[config.mk]
export PLATFORM = sky130hd
export DESIGN_NAME = nal_byte_parser_flat
export DESIGN_NICKNAME = d
export VERILOG_FILES = /design/src/rtl/nal_byte_parser_pkg.sv /design/src/rtl/nal_byte_parser_if.sv /design/src/rtl/nal_byte_parser_out_reg.sv /design/src/rtl/nal_byte_parser.sv /design/src/flat_wrapper.sv
export SDC_FILE = /design/constraint.sdc
export NUM_CORES = 1
export LEC_CHECK = 0
export CAP_MARGIN = 0
export CORE_ASPECT_RATIO = 1.25
export CORE_UTILIZATION = 45
export CTS_BUF_LIST = sky130_fd_sc_hd__clkbuf_4 sky130_fd_sc_hd__clkbuf_8
export CTS_CLUSTER_DIAMETER = 40
export DETAILED_ROUTE_END_ITERATION = 12
export PLACE_DENSITY_LB_ADDON = 0.05
export SLEW_MARGIN = 20
export SYNTH_ARGS = -nofsm -noshare
export SYNTH_HDL_FRONTEND = slang
export SYNTH_HIERARCHICAL = 1
export SYNTH_SLANG_ARGS = --single-unit
[constraint.sdc]
create_clock -name clk -period 5.25 [get_ports clk]
set_input_delay 1.05 -clock clk [delete_from_list [all_inputs] [get_ports clk]]
set_output_delay 1.05 -clock clk [all_outputs]
set_load 0.01 [all_outputs]
[src/rtl/nal_byte_parser_pkg.sv]
// rtl/nal_byte_parser_pkg.sv - shared constants, parser state encoding and zero-counter helper
// Contents: START_CODE_BYTE, EPB_BYTE, NAL_TYPE_W, parse_state_t, zcnt_inc()
package nal_byte_parser_pkg;

  localparam logic [7:0] START_CODE_BYTE = 8'h01;
  localparam logic [7:0] EPB_BYTE        = 8'h03;
  localparam int         NAL_TYPE_W      = 5;

  typedef enum logic [1:0] {
    HUNT,
    BODY,
    FLUSHZ
  } parse_state_t;

  // Held-zero counter saturates at 3: "three or more" is all the parser distinguishes.
  function automatic logic [1:0] zcnt_inc(input logic [1:0] z);
    return (z == 2'd3) ? z : z + 2'd1;
  endfunction

endpackage

[src/rtl/nal_byte_parser_if.sv]
// rtl/nal_byte_parser_if.sv - NAL payload byte stream (valid/ready with first/last tags)
// Signals: nal_data[7:0], nal_valid, nal_ready, nal_first, nal_last
// Modports: master drives data/valid/first/last; slave drives ready.
interface nal_byte_parser_if;

  logic [7:0] nal_data;
  logic       nal_valid;
  logic       nal_ready;
  logic       nal_first;
  logic       nal_last;

  modport master (
    output nal_data, nal_valid, nal_first, nal_last,
    input  nal_ready
  );

  modport slave (
    input  nal_data, nal_valid, nal_first, nal_last,
    output nal_ready
  );

endinterface

[src/rtl/nal_byte_parser_out_reg.sv]
// rtl/nal_byte_parser_out_reg.sv - 1-deep valid/ready output register with first/last sideband
// Ports: clk, reset (async high); load + load_data/first/last in; ready in;
//        valid/data/first/last out; free = register may be loaded this cycle.
module nal_byte_parser_out_reg (
  input  logic       clk,
  input  logic       reset,
  input  logic       load,
  input  logic [7:0] load_data,
  input  logic       load_first,
  input  logic       load_last,
  input  logic       ready,
  output logic       valid,
  output logic [7:0] data,
  output logic       first,
  output logic       last,
  output logic       free
);

  // The producer only loads when free, so contents never change while stalled.
  assign free = !valid || ready;

  always_ff @(posedge clk or posedge reset) begin
    if (reset) begin
      valid <= 1'b0;
      data  <= 8'h00;
      first <= 1'b0;
      last  <= 1'b0;
    end else if (load) begin
      valid <= 1'b1;
      data  <= load_data;
      first <= load_first;
      last  <= load_last;
    end else if (ready) begin
      valid <= 1'b0;
    end
  end

endmodule

[src/rtl/nal_byte_parser.sv]
// rtl/nal_byte_parser.sv - H.264 Annex-B start-code parser with emulation-prevention stripping
// Ports: clk, reset (async high); fifo_valid/fifo_data in, fifo_read out (FWFT pop);
//        stream_over in (flush final NAL); nal (master stream); nal_type, nal_error (sticky),
//        nal_count (completed NALs, wraps).
module nal_byte_parser
  import nal_byte_parser_pkg::*;
#(
  parameter int CNT_W     = 16,
  parameter bit STRIP_EPB = 1'b1
) (
  input  logic                  clk,
  input  logic                  reset,
  input  logic                  fifo_valid,
  input  logic [7:0]            fifo_data,
  output logic                  fifo_read,
  input  logic                  stream_over,
  nal_byte_parser_if.master     nal,
  output logic [NAL_TYPE_W-1:0] nal_type,
  output logic                  nal_error,
  output logic [CNT_W-1:0]      nal_count
);

  parse_state_t state, state_n;
  logic [1:0]   zcnt, zcnt_n;
  logic [7:0]   hold_byte, hold_byte_n;
  logic         hold_valid, hold_valid_n;
  logic [7:0]   pend_byte;
  logic         pend_first, pend_valid, first_pend;
  logic         rd, push, close, err_set, start_nal;
  logic [7:0]   push_byte;
  logic         out_free;

  // PEND always trails by one byte so the NAL's final byte can be tagged last
  // once the closing start code (or end of stream) is seen.
  nal_byte_parser_out_reg u_out (
    .clk        (clk),
    .reset      (reset),
    .load       (pend_valid && (push || close)),
    .load_data  (pend_byte),
    .load_first (pend_first),
    .load_last  (close),
    .ready      (nal.nal_ready),
    .valid      (nal.nal_valid),
    .data       (nal.nal_data),
    .first      (nal.nal_first),
    .last       (nal.nal_last),
    .free       (out_free)
  );

  always_comb begin
    state_n      = state;
    zcnt_n       = zcnt;
    hold_byte_n  = hold_byte;
    hold_valid_n = hold_valid;
    rd           = 1'b0;
    push         = 1'b0;
    close        = 1'b0;
    err_set      = 1'b0;
    start_nal    = 1'b0;
    push_byte    = fifo_data;
    case (state)
      HUNT: begin
        if (fifo_valid) begin
          rd = 1'b1;
          if (fifo_data == 8'h00) begin
            zcnt_n = zcnt_inc(zcnt);
          end else begin
            zcnt_n = 2'd0;
            if (fifo_data == START_CODE_BYTE && zcnt[1]) begin
              state_n   = BODY;
              start_nal = 1'b1;
            end
          end
        end
      end
      BODY: begin
        if (fifo_valid) begin
          if (fifo_data == 8'h00) begin
            rd     = 1'b1;
            zcnt_n = zcnt_inc(zcnt);
          end else if (fifo_data == START_CODE_BYTE && zcnt[1]) begin
            // Held zeros belong to the start code; an empty PEND needs no OUT slot.
            if (!pend_valid || out_free) begin
              rd     = 1'b1;
              close  = 1'b1;
              zcnt_n = 2'd0;
            end
          end else if (zcnt == 2'd0 || zcnt == 2'd3) begin
            // With 3+ zeros the zeros are illegal: drop them and flag the error.
            if (out_free) begin
              rd      = 1'b1;
              push    = 1'b1;
              zcnt_n  = 2'd0;
              err_set = (zcnt == 2'd3);
            end
          end else begin
            // 1..2 real zeros precede this byte; FLUSHZ emits them (zcnt counts down),
            // then the held byte unless it is a stripped emulation-prevention byte.
            rd           = 1'b1;
            state_n      = FLUSHZ;
            hold_byte_n  = fifo_data;
            hold_valid_n = !(STRIP_EPB && fifo_data == EPB_BYTE && zcnt == 2'd2);
          end
        end else if (stream_over) begin
          if (!pend_valid || out_free) begin
            close   = 1'b1;
            zcnt_n  = 2'd0;
            state_n = HUNT;
          end
        end
      end
      FLUSHZ: begin
        if (out_free) begin
          push = 1'b1;
          if (zcnt != 2'd0) begin
            push_byte = 8'h00;
            zcnt_n    = zcnt - 2'd1;
            if (zcnt == 2'd1 && !hold_valid) state_n = BODY;
          end else begin
            push_byte    = hold_byte;
            hold_valid_n = 1'b0;
            state_n      = BODY;
          end
        end
      end
      default: state_n = HUNT;
    endcase
  end

  assign fifo_read = rd && !reset;

  always_ff @(posedge clk or posedge reset) begin
    if (reset) begin
      state      <= HUNT;
      zcnt       <= 2'd0;
      hold_byte  <= 8'h00;
      hold_valid <= 1'b0;
      pend_byte  <= 8'h00;
      pend_first <= 1'b0;
      pend_valid <= 1'b0;
      first_pend <= 1'b0;
      nal_type   <= '0;
      nal_error  <= 1'b0;
      nal_count  <= '0;
    end else begin
      state      <= state_n;
      zcnt       <= zcnt_n;
      hold_byte  <= hold_byte_n;
      hold_valid <= hold_valid_n;
      if (start_nal || close) first_pend <= 1'b1;
      else if (push)          first_pend <= 1'b0;
      if (push) begin
        pend_byte  <= push_byte;
        pend_first <= first_pend;
        pend_valid <= 1'b1;
        if (first_pend) nal_type <= push_byte[NAL_TYPE_W-1:0];
      end else if (close) begin
        pend_valid <= 1'b0;
      end
      if (err_set) nal_error <= 1'b1;
      if (nal.nal_valid && nal.nal_ready && nal.nal_last) nal_count <= nal_count + CNT_W'(1);
    end
  end

endmodule
[src/flat_wrapper.sv]
// flat-port wrapper written by rule: the top's interface ports become plain ports
module nal_byte_parser_flat import nal_byte_parser_pkg::*;
#(
  parameter int CNT_W     = 16,
  parameter bit STRIP_EPB = 1'b1
)
  (clk, reset, fifo_valid, fifo_data, fifo_read, stream_over, nal_type, nal_error, nal_count, nal_nal_data, nal_nal_valid, nal_nal_first, nal_nal_last, nal_nal_ready);
  nal_byte_parser_if nal_i ();
  input  logic clk;
  input  logic reset;
  input  logic fifo_valid;
  input  logic [7:0] fifo_data;
  output logic fifo_read;
  input  logic stream_over;
  output logic [NAL_TYPE_W-1:0] nal_type;
  output logic nal_error;
  output logic [CNT_W-1:0] nal_count;
  output wire logic [$bits(nal_i.nal_data)-1:0] nal_nal_data;
  output wire logic [$bits(nal_i.nal_valid)-1:0] nal_nal_valid;
  output wire logic [$bits(nal_i.nal_first)-1:0] nal_nal_first;
  output wire logic [$bits(nal_i.nal_last)-1:0] nal_nal_last;
  input wire logic [$bits(nal_i.nal_ready)-1:0] nal_nal_ready;
  assign nal_nal_data = nal_i.nal_data;
  assign nal_nal_valid = nal_i.nal_valid;
  assign nal_nal_first = nal_i.nal_first;
  assign nal_nal_last = nal_i.nal_last;
  assign nal_i.nal_ready = nal_nal_ready;
  nal_byte_parser #(.CNT_W(CNT_W), .STRIP_EPB(STRIP_EPB)) u_core (.clk(clk), .reset(reset), .fifo_valid(fifo_valid), .fifo_data(fifo_data), .fifo_read(fifo_read), .stream_over(stream_over), .nal(nal_i), .nal_type(nal_type), .nal_error(nal_error), .nal_count(nal_count));
endmodule
# After elaboration in Yosys (flattened, before gate mapping)
# Index checks and enable logic that the tools add are counted.
# classes
n_reduce_logical	31
n_eq_ne	25
add_sub_neg	3
bitwise_logic	3
n_mux	70
# ops
operator	count
2-bit 2-to-1 mux	24
1-bit 2-to-1 mux	38
8-bit 2-to-1 mux	3
16-bit by 1-bit adder with 16-bit output (second input constant)	1
3-bit != test (second input constant)	5
2-bit != test (second input constant)	7
7-bit AND reduction	2
2-bit case mux with 3 select lines	2
5-bit by 2-bit != test with 1-bit output (second input constant)	2
10-bit AND reduction	1
2-bit nonzero test	5
8-bit by 1-bit equality test with 1-bit output (second input constant)	1
8-bit by 2-bit equality test with 1-bit output (second input constant)	1
8-bit zero test	1
1-bit logical AND	7
2-bit equality test (second input constant)	3
2-bit by 1-bit != test with 1-bit output (second input constant)	3
1-bit case mux with 2 select lines	3
1-bit zero test	5
1-bit logical OR	5
5-bit AND reduction	1
2-bit by 1-bit equality test with 1-bit output (second input constant)	2
2-bit zero test	2
3-bit by 2-bit != test with 1-bit output (second input constant)	1
other kinds (5)	7
# word_totals
regBits	57
out_inout_bits	34
in_bits	13
elab_cells	147

# Logic depth before layout (Yosys ltp)
# logic_depth
ltp_word	11
mapped_depth	9
depth_no_buf	7

# Modules after synthesis
# The synthesis kept the hierarchy.
# by_module_without_submodules
module	seq_area_each_um2	n_inst	cells_each	area_each_um2
nal_byte_parser	1151.1	1	231	2377.3
nal_byte_parser_out_reg	275.3	1	25	449.2

# Worst setup path after synthesis
# No wires, ideal clock.
# synth_path
path_type	input-to-output
from	input port reset
to	output port fifo_read
t_required_ps	4200
cell_stages	3
path_buffers	0
slack_ps	1818
arrival_time_ps	2382
path_cell_list	inv_1 -> nand2_1 -> o32ai_1
# synth_between
elab_chain_cells	2
# synth_rtl
item	line_no	rtl
start, declared	flat_wrapper.sv:10	input logic reset;
1-bit zero test	nal_byte_parser.sv:130	assign fifo_read = rd && !reset;
1-bit logical AND	nal_byte_parser.sv:130	
end, declared	flat_wrapper.sv:13	output logic fifo_read;
# No other way between the ends.

# Final worst setup path
# layout_path
from	input port fifo_data[2]
to	output port fifo_read
# layout_between
elab_chain_cells	7
elab_cells_between_ends	8
classes_between	eq/ne: 1; mux: 4; reduce/logical: 3
# layout_rtl
item	line_no	rtl
start, declared	flat_wrapper.sv:12	input logic [7:0] fifo_data;
8-bit by 1-bit equality test with 1-bit output	nal_byte_parser.sv:81	end else if (fifo_data == START_CODE_BYTE && zcnt[1]) begin
1-bit logical AND	nal_byte_parser.sv:81	
1-bit 2-to-1 mux	nal_byte_parser.sv:81	
1-bit 2-to-1 mux *	nal_byte_parser.sv:78	if (fifo_data == 8'h00) begin
1-bit 2-to-1 mux *	nal_byte_parser.sv:77	if (fifo_valid) begin
1-bit case mux with 2 select lines *	nal_byte_parser.sv:61	case (state)
1-bit logical AND *	nal_byte_parser.sv:130	
# Mark *: on every way between the ends. The rest lies on a longest branch, timed or not.

==> impl_metrics.json <==
{
  "layout-drive-gt1-share": 0.141,
  "ff2ff_setup_slack_ns": 2.61,
  "hp-class": "reg2reg",
  "cts_tree": "yes",
  "grt_pass1_wl_um": 9830,
  "yosys.area_share.simple": 0.151,
  "die_h_um": 90.6,
  "antenna_found_initial": 0,
  "cts_hold_buf": 0,
  "p_per_area_mw_per_mm2": 490,
  "synth.avg_cell_area_um2": 11.0,
  "synthTopCellsByCount": "dfrtp_1, nand2_1, a21oi_1",
  "synth_compound_area_frac": 0.134,
  "synth-xor-area-share": 0.0465,
  "crit_buf_inv": 2,
  "rows": 31,
  "ant_nets": 0,
  "peakVddDrop_v": 0.000216,
  "grt_pass1_vias": 2021,
  "slew-limit-headroom": 0.611,
  "worst-path-max-fanout": 5,
  "cp_slowest_cell": "clkdlybuf4s50_1",
  "cts_root_buffer": "clkbuf_8",
  "cts_max_level": 3,
  "leakage_nw": 1.67,
  "post-route-util": 0.608,
  "syn-instance-count": 256,
  "port_buffers": 46,
  "place_congestion": 0.884,
  "synth.area.mux_share": 0.0912,
  "n_antenna_cell": 0,
  "drt_pass1_iterations": 4,
  "synth_top_area_frac": 0.505,
  "critPathTopFamily": "buffers and inverters",
  "layout_min_cycle_time_ns": 4.38,
  "maxCapViolCount": 0,
  "postCtsSetupBuffers": 0,
  "max_freq_mhz": 228,
  "synth_seq_cells": 57,
  "r2r-end": "u_core/u_out/first$_DFFE_PP0P_",
  "path_cells": "clkdlybuf4s50_1 -> nor4_4 -> and3_1 -> o22ai_1 -> o32ai_1 -> clkdlybuf4s50_1",
  "overflow": 0,
  "clkTransAtPathRegs_ns": 0.07,
  "drv_slew": 0,
  "vias": 2022,
  "synth_top_family_by_area": "simple AND/OR/NAND/NOR gates",
  "min_path_cells": 1,
  "setup_viol": 0,
  "r2r-start": "u_core/state[1]$_DFFE_PP0P_",
  "reg2reg_depth": 8,
  "drt-total-wl_um": 5640,
  "synth_cell_types": 49,
  "syn_area_mm2": 0.00283,
  "cp.arrival_ns": 3.33,
  "numCtsBuffers": 9,
  "insertion_delay_ns": 0.32,
  "drt_iter0_drc": 123,
  "synth_area_leaders": "dfrtp_1, mux2_4, ha_1, a21oi_1, nand2_1",
  "cts_resized": 0,
  "vias_per_cell": 5.13,
  "final_nets": 329,
  "status": "finished, final reports clean",
  "core_area_mm2": 0.00593,
  "worstHoldStart": "u_core/nal_count[15]$_DFFE_PP0P_",
  "period_share": 0.835,
  "finalSetupTns_ns": 0,
  "tightest_slew_ns": 0.583,
  "critical-path-max-stage-delay_ns": 0.60,
  "synth_fa_ha_area_frac": 0.0398,
  "whs_endpoint": "u_core/nal_count[15]$_DFFE_PP0P_",
  "hold_viol": 0,
  "route.detailed.drc": 0,
  "async_flop_share": 1.00,
  "clock_sinks": 57,
  "yosysWarningCount": 6,
  "synthFlopType": "dfrtp_1",
  "synth_most_common_cell": "dfrtp_1",
  "worstSetupStartpointType": "input port",
  "crit_type": "in2out",
  "synth_top_area_cell": "dfrtp_1",
  "ys_seq_area_frac": 0.505,
  "synth_edf_count": 0,
  "syn_nets": 278,
  "required_ns": 4.20,
  "grt_setup_unrepaired": "no",
  "critPathMostFrequentCell": "clkdlybuf4s50_1",
  "die-area_mm2": 0.00660,
  "routedWlPerCell_um": 14.3,
  "area_delta_synth_final_pct": 27.6,
  "initial_core_util": 0.476,
  "fp.dieW_um": 72.9,
  "hpwl_um": 4070,
  "grt_start_max_net_pins": 47,
  "cts_buffer_depth": 2,
  "ios": 47,
  "grt.total_usage": 0.196,
  "endpoint_kind": "primary output",
  "worst_clock_skew_ns": 0.0126
}
layout by cell type, fill, tap and decap left out, drive strengths merged, types with 2 or more instances in the layout:
master / instances
clkinv: 2
nor3: 3
a21o: 4
nor2: 11
ha: 9
bufinv: 3
a2111oi: 2
clkbuf: 11
a21oi: 21
nand3: 6
and3: 12
xnor2: 10
nor2b: 3
nand2b: 7
dfrtp: 57
nand4: 4
buf: 3
o32ai: 3
inv: 12
nand2: 24
o21ai: 16
mux2: 19
and4: 2
xor2: 5
clkdlybuf4s50: 46
final cells by class:
class | instances | area, µm²
clock buffer | 11 | 139
clock inverter | 5 | 104
fill | 505 | 2330
inverter | 12 | 45.0
multi-input combinational | 178 | 1310
sequential | 57 | 1430
tap | 82 | 103
timing repair buffer | 49 | 483
worst max path at each step:
stage	end	slack, ns	depth (start not counted)	from
final	fifo_read	0.87	6	fifo_data[2]
after global routing	fifo_read	0.75	6	fifo_data[1]
after CTS	fifo_read	0.86	6	fifo_data[2]
after detailed placement	fifo_read	0.86	6	fifo_data[2]
after global placement	fifo_read	0.93	6	fifo_data[2]
after floorplan	fifo_read	1.82	3	reset
worst register-to-register path: stages, from the launching register on:
cell and delay (ns):
dfrtp_1 0.42, inv_1 0.09, ha_1 0.44, nand2_1 0.31, o32ai_2 0.48, inv_2 0.04, a21oi_1 0.15, buf_4 0.24
mux2_2 0.36
flip-flops by register name (all words and copies together), names as in the netlist, 2 cells and up:
register	cells
u_core/nal_count	16
u_core/hold_byte	8
u_core/pend_byte	8
u_core/u_out/data	8
u_core/nal_type	5
u_core/state	2
u_core/zcnt	2
cells by family (layout without fill, tap and decap cells):
logic type | after synthesis | in the layout
buffers and inverters | 21 | 77
AND/OR/NAND/NOR | 76 | 76
flip-flops | 57 | 57
multiplexers | 20 | 20
XOR/XNOR | 15 | 15
AO/OA/AOI/OAI | 58 | 58
adder cells (fa/ha/maj) | 9 | 9
routing by layer:
| metal | GRT usage | vias up | share of wire |
|---|---|---|---|
| li1 | - | 1010 | - |
| met1 | 0.268 | 957 | 0.48 |
| met2 | 0.297 | 51 | 0.48 |
| met3 | 0.0335 | 4 | 0.031 |
| met4 | 0.103 | 0 | 0.0085 |
| met5 | 0 | - | 0 |
power by group:
part	internal (mW)	switching, mW	leakage (nW)
Sequential	0.580	0.0832	0.731
Clock	0.326	0.173	0.124
Combinational	0.317	0.290	0.811
Total	1.22	0.545	1.67
per-stage QoR:
step                      instance area [µm²]  total power [mW]  setup slack, ns  hold slack (ns)  instances
after CTS                                3610              1.79            0.864            0.476        394
after global placement                   3360              1.27            0.926            0.444        378
final                                    3610              1.77            0.867            0.467        394
after global routing                     3610              1.88            0.747            0.490        394
after floorplan                          2830              1.05             1.82            0.444        256
after detailed placement                 3360              1.28            0.862            0.466        378
Power figures use the tool's default switching activity.
